File: src/rtl/mem_port_arbiter_pkg.sv
// Shared types for the fetch/data memory port arbiter: FSM states, grant owner, default widths.
package mem_port_arbiter_pkg;

  localparam int AW_DEF = 32;
  localparam int DW_DEF = 32;

  typedef enum logic [1:0] {
    ST_IDLE    = 2'd0,
    ST_BUSY_IF = 2'd1,
    ST_BUSY_DM = 2'd2
  } state_e;

  typedef enum logic [1:0] {
    GNT_NONE = 2'd0,
    GNT_IF   = 2'd1,
    GNT_DM   = 2'd2
  } grant_e;

endpackage

File: src/rtl/mem_port_arbiter_if.sv
// Bundle of fetch requester, data requester, unified memory and hazard signals around the arbiter.
interface mem_port_arbiter_if
  import mem_port_arbiter_pkg::*;
#(
  parameter int AW = AW_DEF,
  parameter int DW = DW_DEF
);

  logic          if_req_i;
  logic [AW-1:0] if_addr_i;
  logic          if_ack_o;
  logic [DW-1:0] if_rdata_o;
  logic          dm_req_i;
  logic          dm_we_i;
  logic [AW-1:0] dm_addr_i;
  logic [DW-1:0] dm_wdata_i;
  logic          dm_ack_o;
  logic [DW-1:0] dm_rdata_o;
  logic          mem_req_o;
  logic          mem_we_o;
  logic [AW-1:0] mem_addr_o;
  logic [DW-1:0] mem_wdata_o;
  logic          mem_ack_i;
  logic [DW-1:0] mem_rdata_i;
  logic          stall_o;
  logic          proto_err_o;

  // arbiter side
  modport slave (
    input  if_req_i, if_addr_i, dm_req_i, dm_we_i, dm_addr_i, dm_wdata_i,
    input  mem_ack_i, mem_rdata_i,
    output if_ack_o, if_rdata_o, dm_ack_o, dm_rdata_o,
    output mem_req_o, mem_we_o, mem_addr_o, mem_wdata_o, stall_o, proto_err_o
  );

  // pipeline requesters plus memory
  modport master (
    output if_req_i, if_addr_i, dm_req_i, dm_we_i, dm_addr_i, dm_wdata_i,
    output mem_ack_i, mem_rdata_i,
    input  if_ack_o, if_rdata_o, dm_ack_o, dm_rdata_o,
    input  mem_req_o, mem_we_o, mem_addr_o, mem_wdata_o, stall_o, proto_err_o
  );

endinterface

File: src/rtl/mem_port_arbiter.sv
// Shares one variable-latency memory port between instruction fetch and data access.
// Data wins ties; a saturating streak counter forces a fetch grant after FETCH_STARVE_MAX data grants.
module mem_port_arbiter
  import mem_port_arbiter_pkg::*;
#(
  parameter int AW               = AW_DEF,
  parameter int DW               = DW_DEF,
  parameter int FETCH_STARVE_MAX = 4
) (
  input  logic                clk_i,
  input  logic                rst_i,
  mem_port_arbiter_if.slave   bus
);

  localparam int             SW         = $clog2(FETCH_STARVE_MAX + 1);
  localparam logic [SW-1:0]  STREAK_MAX = SW'(FETCH_STARVE_MAX);
  localparam logic [SW-1:0]  STREAK_ONE = SW'(1);

  state_e        state_r;
  grant_e        grant_r;
  logic [SW-1:0] streak_r;
  logic          mem_req_r;
  logic          mem_we_r;
  logic [AW-1:0] mem_addr_r;
  logic [DW-1:0] mem_wdata_r;
  logic          proto_err_r;
  grant_e        pick_s;
  logic          if_ack_s;
  logic          dm_ack_s;

  // Data first unless fetch is waiting and has already been passed over STREAK_MAX times.
  function automatic grant_e pick_grant(input logic if_req, input logic dm_req,
                                        input logic [SW-1:0] streak);
    grant_e g;
    g = GNT_NONE;
    if (dm_req && (!if_req || (streak < STREAK_MAX))) begin
      g = GNT_DM;
    end else if (if_req) begin
      g = GNT_IF;
    end else begin
      g = GNT_NONE;
    end
    return g;
  endfunction

  // Arbitration decision for the current IDLE cycle
  always_comb begin
    pick_s = pick_grant(bus.if_req_i, bus.dm_req_i, streak_r);
  end

  // Arbiter FSM with registered memory command, streak counter and sticky protocol error
  always_ff @(posedge clk_i or negedge rst_i) begin
    if (!rst_i) begin
      state_r     <= ST_IDLE;
      grant_r     <= GNT_NONE;
      streak_r    <= '0;
      mem_req_r   <= 1'b0;
      mem_we_r    <= 1'b0;
      mem_addr_r  <= '0;
      mem_wdata_r <= '0;
      proto_err_r <= 1'b0;
    end else begin
      if (bus.mem_ack_i && (state_r == ST_IDLE)) begin
        proto_err_r <= 1'b1;
      end
      case (state_r)
        ST_IDLE: begin
          case (pick_s)
            GNT_DM: begin
              state_r     <= ST_BUSY_DM;
              grant_r     <= GNT_DM;
              mem_req_r   <= 1'b1;
              mem_we_r    <= bus.dm_we_i;
              mem_addr_r  <= bus.dm_addr_i;
              mem_wdata_r <= bus.dm_wdata_i;
              // only a data grant that actually overtakes a waiting fetch counts
              if (bus.if_req_i) begin
                streak_r <= (streak_r == STREAK_MAX) ? STREAK_MAX : (streak_r + STREAK_ONE);
              end else begin
                streak_r <= '0;
              end
            end
            GNT_IF: begin
              state_r    <= ST_BUSY_IF;
              grant_r    <= GNT_IF;
              mem_req_r  <= 1'b1;
              mem_we_r   <= 1'b0;
              mem_addr_r <= bus.if_addr_i;
              streak_r   <= '0;
            end
            default: begin
              state_r <= ST_IDLE;
            end
          endcase
        end
        ST_BUSY_IF, ST_BUSY_DM: begin
          if (bus.mem_ack_i) begin
            state_r   <= ST_IDLE;
            grant_r   <= GNT_NONE;
            mem_req_r <= 1'b0;
          end
        end
        default: begin
          state_r   <= ST_IDLE;
          grant_r   <= GNT_NONE;
          mem_req_r <= 1'b0;
        end
      endcase
    end
  end

  assign if_ack_s = (grant_r == GNT_IF) && bus.mem_ack_i;
  assign dm_ack_s = (grant_r == GNT_DM) && bus.mem_ack_i;

  assign bus.if_ack_o    = if_ack_s;
  assign bus.dm_ack_o    = dm_ack_s;
  assign bus.if_rdata_o  = bus.mem_rdata_i;
  assign bus.dm_rdata_o  = bus.mem_rdata_i;
  assign bus.mem_req_o   = mem_req_r;
  assign bus.mem_we_o    = mem_we_r;
  assign bus.mem_addr_o  = mem_addr_r;
  assign bus.mem_wdata_o = mem_wdata_r;
  assign bus.stall_o     = (bus.if_req_i & ~if_ack_s) | (bus.dm_req_i & ~dm_ack_s);
  assign bus.proto_err_o = proto_err_r;

endmodule
File: src/flat_wrapper.sv
// flat-port wrapper written by rule: the top's interface ports become plain ports
module mem_port_arbiter_flat import mem_port_arbiter_pkg::*;
#(
  parameter int AW               = AW_DEF,
  parameter int DW               = DW_DEF,
  parameter int FETCH_STARVE_MAX = 4
)
  (clk_i, rst_i, bus_if_req_i, bus_if_addr_i, bus_dm_req_i, bus_dm_we_i, bus_dm_addr_i, bus_dm_wdata_i, bus_mem_ack_i, bus_mem_rdata_i, bus_if_ack_o, bus_if_rdata_o, bus_dm_ack_o, bus_dm_rdata_o, bus_mem_req_o, bus_mem_we_o, bus_mem_addr_o, bus_mem_wdata_o, bus_stall_o, bus_proto_err_o);
  mem_port_arbiter_if #(.AW(AW), .DW(DW)) bus_i ();
  input  logic clk_i;
  input  logic rst_i;
  input wire logic [$bits(bus_i.if_req_i)-1:0] bus_if_req_i;
  input wire logic [$bits(bus_i.if_addr_i)-1:0] bus_if_addr_i;
  input wire logic [$bits(bus_i.dm_req_i)-1:0] bus_dm_req_i;
  input wire logic [$bits(bus_i.dm_we_i)-1:0] bus_dm_we_i;
  input wire logic [$bits(bus_i.dm_addr_i)-1:0] bus_dm_addr_i;
  input wire logic [$bits(bus_i.dm_wdata_i)-1:0] bus_dm_wdata_i;
  input wire logic [$bits(bus_i.mem_ack_i)-1:0] bus_mem_ack_i;
  input wire logic [$bits(bus_i.mem_rdata_i)-1:0] bus_mem_rdata_i;
  output wire logic [$bits(bus_i.if_ack_o)-1:0] bus_if_ack_o;
  output wire logic [$bits(bus_i.if_rdata_o)-1:0] bus_if_rdata_o;
  output wire logic [$bits(bus_i.dm_ack_o)-1:0] bus_dm_ack_o;
  output wire logic [$bits(bus_i.dm_rdata_o)-1:0] bus_dm_rdata_o;
  output wire logic [$bits(bus_i.mem_req_o)-1:0] bus_mem_req_o;
  output wire logic [$bits(bus_i.mem_we_o)-1:0] bus_mem_we_o;
  output wire logic [$bits(bus_i.mem_addr_o)-1:0] bus_mem_addr_o;
  output wire logic [$bits(bus_i.mem_wdata_o)-1:0] bus_mem_wdata_o;
  output wire logic [$bits(bus_i.stall_o)-1:0] bus_stall_o;
  output wire logic [$bits(bus_i.proto_err_o)-1:0] bus_proto_err_o;
  assign bus_i.if_req_i = bus_if_req_i;
  assign bus_i.if_addr_i = bus_if_addr_i;
  assign bus_i.dm_req_i = bus_dm_req_i;
  assign bus_i.dm_we_i = bus_dm_we_i;
  assign bus_i.dm_addr_i = bus_dm_addr_i;
  assign bus_i.dm_wdata_i = bus_dm_wdata_i;
  assign bus_i.mem_ack_i = bus_mem_ack_i;
  assign bus_i.mem_rdata_i = bus_mem_rdata_i;
  assign bus_if_ack_o = bus_i.if_ack_o;
  assign bus_if_rdata_o = bus_i.if_rdata_o;
  assign bus_dm_ack_o = bus_i.dm_ack_o;
  assign bus_dm_rdata_o = bus_i.dm_rdata_o;
  assign bus_mem_req_o = bus_i.mem_req_o;
  assign bus_mem_we_o = bus_i.mem_we_o;
  assign bus_mem_addr_o = bus_i.mem_addr_o;
  assign bus_mem_wdata_o = bus_i.mem_wdata_o;
  assign bus_stall_o = bus_i.stall_o;
  assign bus_proto_err_o = bus_i.proto_err_o;
  mem_port_arbiter #(.AW(AW), .DW(DW), .FETCH_STARVE_MAX(FETCH_STARVE_MAX)) u_core (.clk_i(clk_i), .rst_i(rst_i), .bus(bus_i));
endmodule
File: config.mk
export PLATFORM = sky130hd
export DESIGN_NAME = mem_port_arbiter_flat
export DESIGN_NICKNAME = d
export VERILOG_FILES = /design/src/rtl/mem_port_arbiter_pkg.sv /design/src/rtl/mem_port_arbiter_if.sv /design/src/rtl/mem_port_arbiter.sv /design/src/flat_wrapper.sv
export SDC_FILE = /design/constraint.sdc
export NUM_CORES = 1
export LEC_CHECK = 0
export ABC_CLOCK_PERIOD_IN_PS = 3900
export BUFFER_PORTS_ARGS = -buffer_cell sky130_fd_sc_hd__buf_2
export CAP_MARGIN = 10
export CORE_AREA = 3 3 102 104
export CTS_CLUSTER_DIAMETER = 50
export DETAILED_ROUTE_END_ITERATION = 10
export DIE_AREA = 0 0 105 107
export GPL_TIMING_DRIVEN = 1
export HOLD_SLACK_MARGIN = 0.03
export PLACE_DENSITY = 0.77
export SETUP_SLACK_MARGIN = 0.2
export SYNTH_ARGS = -nofsm -noshare
export SYNTH_HDL_FRONTEND = slang
export SYNTH_SLANG_ARGS = --single-unit
File: constraint.sdc
create_clock -name clk_i -period 3.9 [get_ports clk_i]
set_clock_uncertainty 0.05 [all_clocks]
set_input_delay 0.585 -clock clk_i [delete_from_list [all_inputs] [get_ports clk_i]]
set_output_delay 0.585 -clock clk_i [all_outputs]
set_load 0.01 [all_outputs]
==> summary.txt, run 1 <==
Run status
  – Outcome: finished, final reports clean

Worst setup path
  – Worst path slowest cell: buf_2
  – Worst-path fanout max: 40
  – Worst reg2reg path depth: 4
  – Most frequent CP cell: buf_2
  – Crit. End Element: primary output
  – Crit-path cells: buf_2 -> inv_1 -> o21ai_0 -> buf_2
  – Beginning of the critical path: bus_if_req_i
  – Reg2reg start: u_core.state_r[0]
  – CP peak stage delay: approximately 0.57 ns
  – Element type at the critical path start: input port
  – Critical Path AT: between 1.5 and 2 ns
  – R2R setup slack: 1.56 ns
  – WP data required: around 3.3 ns
  – Kind of critical path: input port to primary output

Placement
  – Final GP Congestion: 0.753
  – PortBufs: approximately 170
  – Cell Count Post-Placement: approximately 580
  – Placed cell areas: about 4300 um^2
  – HPWL after DPL: between 6000 and 7000 um

Pwr
  – Peak supply drop: approximately 320 uV
  – Comb power frac: 41.6%
  – Overall power: 0.00363 W
  – Lkg Pwr: roughly 2.2 nW
  – Seq pwr share: between 30% and 40%
  – Psw: around 0.0013 W
  – Clock power share: about a fifth
  – Cell Int Power: approximately 0.0024 W
  – P per Cell Area: about 800 nW/um^2
  – Sw Share: a little over a third

Global route
  – Initial antenna violation count: 0
  – Grt ovf: 0
  – Largest net degree at the start of global routing: between 70 and 80
  – Gr usage total: approximately 17%
  – Number of global-route vias before repair: ~3100
  – First-pass GRT wire length: 15300 um

Synth
  – Main synth FF type: dfrtp_1
  – Sequential-to-total area share from yosys stat: 48.4%
  – Ys Warns: 0
  – Top cells by area, synth: dfrtp_1 48%, buf_4 13%, mux2_4 11%, a31oi_1 5.2%, o21ai_0 4.6%
  – Ys async rst share: between 90% and 100%
  – Syn avg cell area: 10.5 um^2
  – Syn Nets: 503
  – Most frequent cell after synthesis: dfrtp_1
  – Number of synthesized flops with an enable pin: 0
  – Post-synth cell types: 30
  – Cell taking the most area after synthesis: dfrtp_1
  – List of most frequent post-synthesis cells: 74 x dfrtp_1, 64 x buf_4, 35 x nor2_1, 35 x o21ai_0, 33 x a21oi_1
  – Mapped Cells: approximately 370
  – Area share of the largest cell type after synthesis: between 40% and 50%
  – Synth Cell Area: about 3800 um^2
  – Post-synthesis register bit count: between 70 and 80

STA
  – Min Tclk post-route: roughly 2.4 ns
  – Tightest Pin Transition: approximately 1.0 ns
  – Pins Over Slew Limit: 0
  – Slew HR: 31.2%
  – RSZ-0062 raised after global routing: no
  – Fin. Hold Viols: 0
  – Fmax: between 400 and 500 MHz
  – Number of setup violations in the final report: 0
  – Setup TNS: 0 ns
  – Final Cycle Share: just over 60%

Die
  – Die ar.: between 10000 and 15000 um^2
  – Row count: 36
  – Die X: about 110 um
  – Die Span Y: between 100 and 150 um
  – Starting Density: about two fifths
  – I/O pin total: about 270
  – Core ar.: just under 10000 um^2

Finish
  – Final nets: 598
  – Share of cells above drive strength 1: between 40% and 50%
  – N_diodes: 0
  – Cell Count, Final, Fillers Out: 598
  – Final core occ: 46.8%
  – Final Cell Area: between 4000 and 5000 um^2
  – Area Overhead vs Synth: 17.9%

Route
  – WL per Instance: around 16 um
  – Routed WL: 9490 um
  – Vias per Instance: approximately 5
  – Routed Antenna Nets: 0
  – Drt pass-1 iters: 4
  – Initial DRC count: ~140
  – DRC: 0
  – Via count: just over 3000

Clock tree
  – CTS tree: yes
  – Post-CTS Setup Bufs: 0
  – H-tree depth: 3
  – Root buffer cell: clkbuf_8
  – Later-pin clock latency in the skew report: between 0.3 and 0.4 ns
  – Post-cts hold buffer count: 0
  – Inserted Clock Buffers: 9
  – Post-cts sizing count: 0
  – Max Root-Sink Buffers: 2
  – CTS clock-pin slew for the worst setup and hold paths: ~0.070 ns
  – CTS sink count: 74

Flow run
  – Max cap viols: 0

Min path
  – Worst hold path class: input port to async pin
-- power groups by stage --
stage | logic (W) | clock network [W] | registers, W
after floorplan | 0.000865 | 0 | 0.00151
after global placement | 0.00148 | 0 | 0.00135
after detailed placement | 0.00153 | 0 | 0.00136
after CTS | 0.00153 | 0.000799 | 0.00135
after global routing | 0.00165 | 0.000826 | 0.00140
final | 0.00151 | 0.000767 | 0.00135
-- sequential cells by signal (all words and copies together) (netlist names) --
signal                  cells
u_core.bus.mem_wdata_o     32
u_core.bus.mem_req_o        1
u_core.streak_r             3
u_core.bus.proto_err_o      1
u_core.grant_r              2
u_core.bus.mem_we_o         1
u_core.state_r              2
u_core.bus.mem_addr_o      32
-- worst paths after layout --
path	to
max reg2reg	u_core.bus.mem_wdata_o[1]
max	bus_stall_o
min reg2reg	u_core.bus.proto_err_o
min	u_core.bus.mem_wdata_o[9]
max in group asynchronous	u_core.bus.mem_addr_o[28]
min in group clk_i	u_core.bus.proto_err_o
-- metrics by stage --
stage	hold WS [ns]	setup WS [ns]
3_3_place_gp	0.389	1.32
3_5_place_dp	0.399	1.25
4_1_cts	0.372	1.52
6_report	0.336	1.54
2_1_floorplan	0.239	2.13
5_1_grt	0.403	1.43
-- layout by cell type, fill, tap and decap left out, types with 2 or more instances in the layout --
master / netlist / final
o21ai_0: 35 / 35
dfrtp_1: 74 / 74
ha_1: 3 / 3
inv_1: 6 / 6
a31oi_1: 32 / 32
bufinv_16: 0 / 4
mux2_2: 5 / 5
a21oi_1: 33 / 33
buf_4: 64 / 5
clkbuf_8: 0 / 9
nand3_1: 3 / 3
a32o_1: 2 / 2
mux2_4: 27 / 27
nor2_1: 35 / 35
nand2_1: 7 / 7
buf_2: 11 / 170
-- layout make-up --
type | count | area [um^2]
Clock buffer | 10 | 128
Clock inverter | 5 | 128
Fill cell | 962 | 5120
Inverter | 6 | 22.5
Multi-Input combinational cell | 195 | 1330
Sequential cell | 74 | 1850
Tap cell | 133 | 166
Timing Repair Buffer | 175 | 888
-- logic make-up after synthesis --
group	count (synthesis)	synth area share [%]
AND/OR/NAND/NOR	51	5.59
buffers and inverters	97	17.0
AO/OA/AOI/OAI	109	16.1
adder cells (fa/ha/maj)	3	0.980
flip-flops	74	48.4
multiplexers	32	12.1
-- per-layer routing --
metal	up-vias	share of wire (%)	track usage [%]
li1	1386	-	-
met1	1490	39	20.0
met2	153	52	28.4
met3	19	7.1	4.33
met4	0	1.7	7.69
met5	-	0	0
-- critical path, delay by kind of cell --
kind            cells  cell delay, ns
buf+inv             3            0.88
compound gates      1            0.22
(Power assumes the default switching activity.)
==> run 2, diff against run 1 <==
Settings changed: ABC_CLOCK_PERIOD_IN_PS 3900 to 2029, CORE_AREA 3 3 102 104 to unset, CORE_ASPECT_RATIO set to 1.4, CORE_MARGIN set to 3, CORE_UTILIZATION set to 38, DIE_AREA 0 0 105 107 to unset, PLACE_DENSITY 0.77 to 0.78.
Clock period 3.9 ns to 2.03 ns, I/O delays scaled along.
==> run 2 against run 1 <==
  * Final area increased by 2.7%
  * First-iteration DRC count is 2.2% higher
  * Utilization is 1.4 points higher
  * Sequential share of layout area decreased by 1.1 points
  * Hold slack got worse by 0.18 ns
  * Largest cell class unchanged
  * Global-route usage rose by 1.6 points
==> summary.txt, run 2 (synthesis results as in run 1) <==
Placement
  – PortBufs: 171 (unchanged)
  – Final GP Congestion: 0.767 (+1.9%)
  – HPWL after DPL: 7360 um (+13%)
  – Placed cell areas: 4350 um^2 (+2.2%)

Clock tree
  – Post-CTS Setup Bufs: 0 (unchanged)
  – CTS sink count: 74 (unchanged)
  – Root buffer cell: clkbuf_16
  – H-tree depth: 3 (unchanged)
  – CTS clock-pin slew for the worst setup and hold paths: 0.06 ns (about the same)
  – Max Root-Sink Buffers: 2 (unchanged)
  – CTS tree: yes
  – Later-pin clock latency in the skew report: 0.33 ns (about the same)
  – Inserted Clock Buffers: 9 (unchanged)

Route
  – Routed WL: 10300 um (+8.8%)
  – DRC: 0 (unchanged)
  – Drt pass-1 iters: 5 (+1)
  – Routed Antenna Nets: 0 (unchanged)
  – Initial DRC count: 140 (+2.2%)
  – Via count: 3060 (+0.39%)
  – WL per Instance: 17.1 um (+7.7%)
  – Vias per Instance: 5.07 (-0.60%)

Worst setup path
  – WP buf/inv: 3 (unchanged)
  – Element type at the critical path start: input port
  – Critical Path Stages: 4 (unchanged)
  – CP delay by family, top: buffers and inverters
  – CP peak stage delay: 0.40 ns (-0.17 ns)
  – Reg2reg start: u_core.state_r[0]
  – Crit. End Element: primary output
  – Reg2Reg Capture Point: u_core.bus.mem_wdata_o[2]
  – Kind of critical path: input port to primary output
  – R2R setup slack: 0.39 ns (-1.17 ns)
  – Worst reg2reg path depth: 5 (+1)
  – Most frequent CP cell: buf_2
  – Critical Path AT: 1.31 ns (-0.41 ns)
  – End point of the critical path: bus_stall_o
  – Beginning of the critical path: bus_if_req_i
  – Crit-path cells: buf_2 -> clkinvlp_4 -> o21ai_0 -> buf_2
  – WP data required: 1.68 ns (-1.58 ns)
  – Worst path slowest cell: clkinvlp_4
  – Worst-path fanout max: 26 (-35%)

Finish
  – Most frequent cells in the layout: 170 x buf_2, 74 x dfrtp_1, 35 x nor2_1, 35 x o21ai_0, 33 x a21oi_1
  – Area Overhead vs Synth: 21.1%
  – N_diodes: 0 (unchanged)
  – Fillers: 913 (-5.1%)
  – Commonest non-fill, non-tap cell in the layout: buf_2
  – Final nets: 605 (+1.2%)
  – Share of cells above drive strength 1: 49.2% (+1.2 points)
  – Final Cell Area: 4640 um^2 (+2.7%)

STA
  – RSZ-0062 raised after global routing: no
  – Fin. Hold Viols: 0 (unchanged)
  – Tightest Pin Transition: 0.631 ns (-0.400 ns)
  – Final Cycle Share: between 80% and 90%
  – Fmax: around 600 MHz
  – Min Tclk post-route: between 1.5 and 2 ns
  – Slew HR: 57.9% (+27 points)
  – Setup TNS: 0 ns (unchanged)
  – Number of setup violations in the final report: 0 (unchanged)
  – Pins Over Slew Limit: 0 (unchanged)

Global route
  – First-pass GRT wire length: 16500 um (+8.0%)
  – Grt ovf: 0 (unchanged)
  – Gr usage total: 18.3% (+1.6 points)
  – Initial antenna violation count: 0 (unchanged)
  – Number of global-route vias before repair: 3273 (+4.0%)
  – Largest net degree at the start of global routing: 40 (-47%)

Pwr
  – Peak supply drop: 694 uV (+120%)
  – Overall power: 0.00706 W (+95%)
  – Lkg Pwr: 2.25 nW (+2.6%)
  – P per Cell Area: 1520 nW/um^2 (+90%)

Die
  – Die ar.: 11300 um^2 (+0.90%)
  – Die X: 90.8 um (-13%)
  – Die Span Y: 125 um (+17%)
  – Starting Density: 39.8% (+0.093 points)
  – I/O pin total: 268 (unchanged)
  – Core ar.: 9620 um^2 (-0.23%)
  – Row count: 42 (+17%)

Run status
  – Outcome: finished, final reports clean

Flow run
  – Max cap viols: 0 (unchanged)

Min path
  – Worst hold path class: input port to flop
  – Hold_sp: bus_dm_wdata_i[25]
[run 2: cell types whose count changed in the layout (fill, tap and decap cells not counted), sizes merged]
cell / before / now
buf: 175 / 181
bufinv: 4 / 0
clkinv: 0 / 4
clkinvlp: 1 / 2
dlygate4sd3: 0 / 1
inv: 6 / 5
[run 2: per-stage QoR]
stage | util, % | hold slack [ns] | worst slack (ns) | instances
global placement | 45.3 | 0.243 | 0.276 | 588
finish | 48.2 | 0.154 | 0.362 | 604
detailed placement | 45.3 | 0.254 | 0.223 | 588
global route | 48.2 | 0.149 | 0.230 | 604
floorplan | - | -0.0411 | 0.408 | 366
CTS | 48.2 | 0.142 | 0.232 | 604
[run 2: timing repair]
item,4_1_cts,5_1_grt
setup endpoints to repair,0,33
gates resized for setup,0,2
endpoints found under the hold margin,35,0
hold buffers,1,0
[run 2: layer usage]
layer  share of wire (%)  up-vias  global-route usage [%]
met4                 3.8        0                    9.06
met1                  35     1470                    19.3
met3                 6.5       43                    4.23
li1                    -     1405                       -
met5                   0        -                       0
met2                  54      142                    33.7
[run 2: worst min path at each step]
stage	endpoint	slack, ns	cells after the start
after floorplan	u_core.bus.mem_addr_o[0]	-0.04	0
after global placement	u_core.bus.mem_wdata_o[20]	0.24	1
after detailed placement	u_core.bus.mem_wdata_o[13]	0.25	1
after CTS	u_core.bus.mem_wdata_o[3]	0.14	2
after global routing	u_core.bus.mem_wdata_o[25]	0.15	2
final	u_core.bus.mem_wdata_o[25]	0.15	2
[run 2: report_power, final]
part           switching (W)  internal, W
Clock               0.000588     0.000848
Sequential          0.000390      0.00220
Combinational        0.00154      0.00149
[run 2: cell type report]
cell class | instances | area (um^2) | share of cell area (%)
clock buffer | 10 | 239 | 5.15
clock inverter | 5 | 31.3 | 0.674
inverter | 6 | 26.3 | 0.566
multi-input combinational | 195 | 1330 | 28.7
sequential | 74 | 1850 | 39.9
tap | 132 | 165 | 3.56
timing repair buffer | 182 | 993 | 21.4
[run 2: worst register-to-register path: cells and delay by family, from the launching register on]
kind | cells | cell delay, ns
flip-flops | 1 | 0.38
adder cells (fa/ha/maj) | 1 | 0.18
multiplexers | 1 | 0.40
buffers and inverters | 2 | 0.30
AND/OR/NAND/NOR | 1 | 0.21
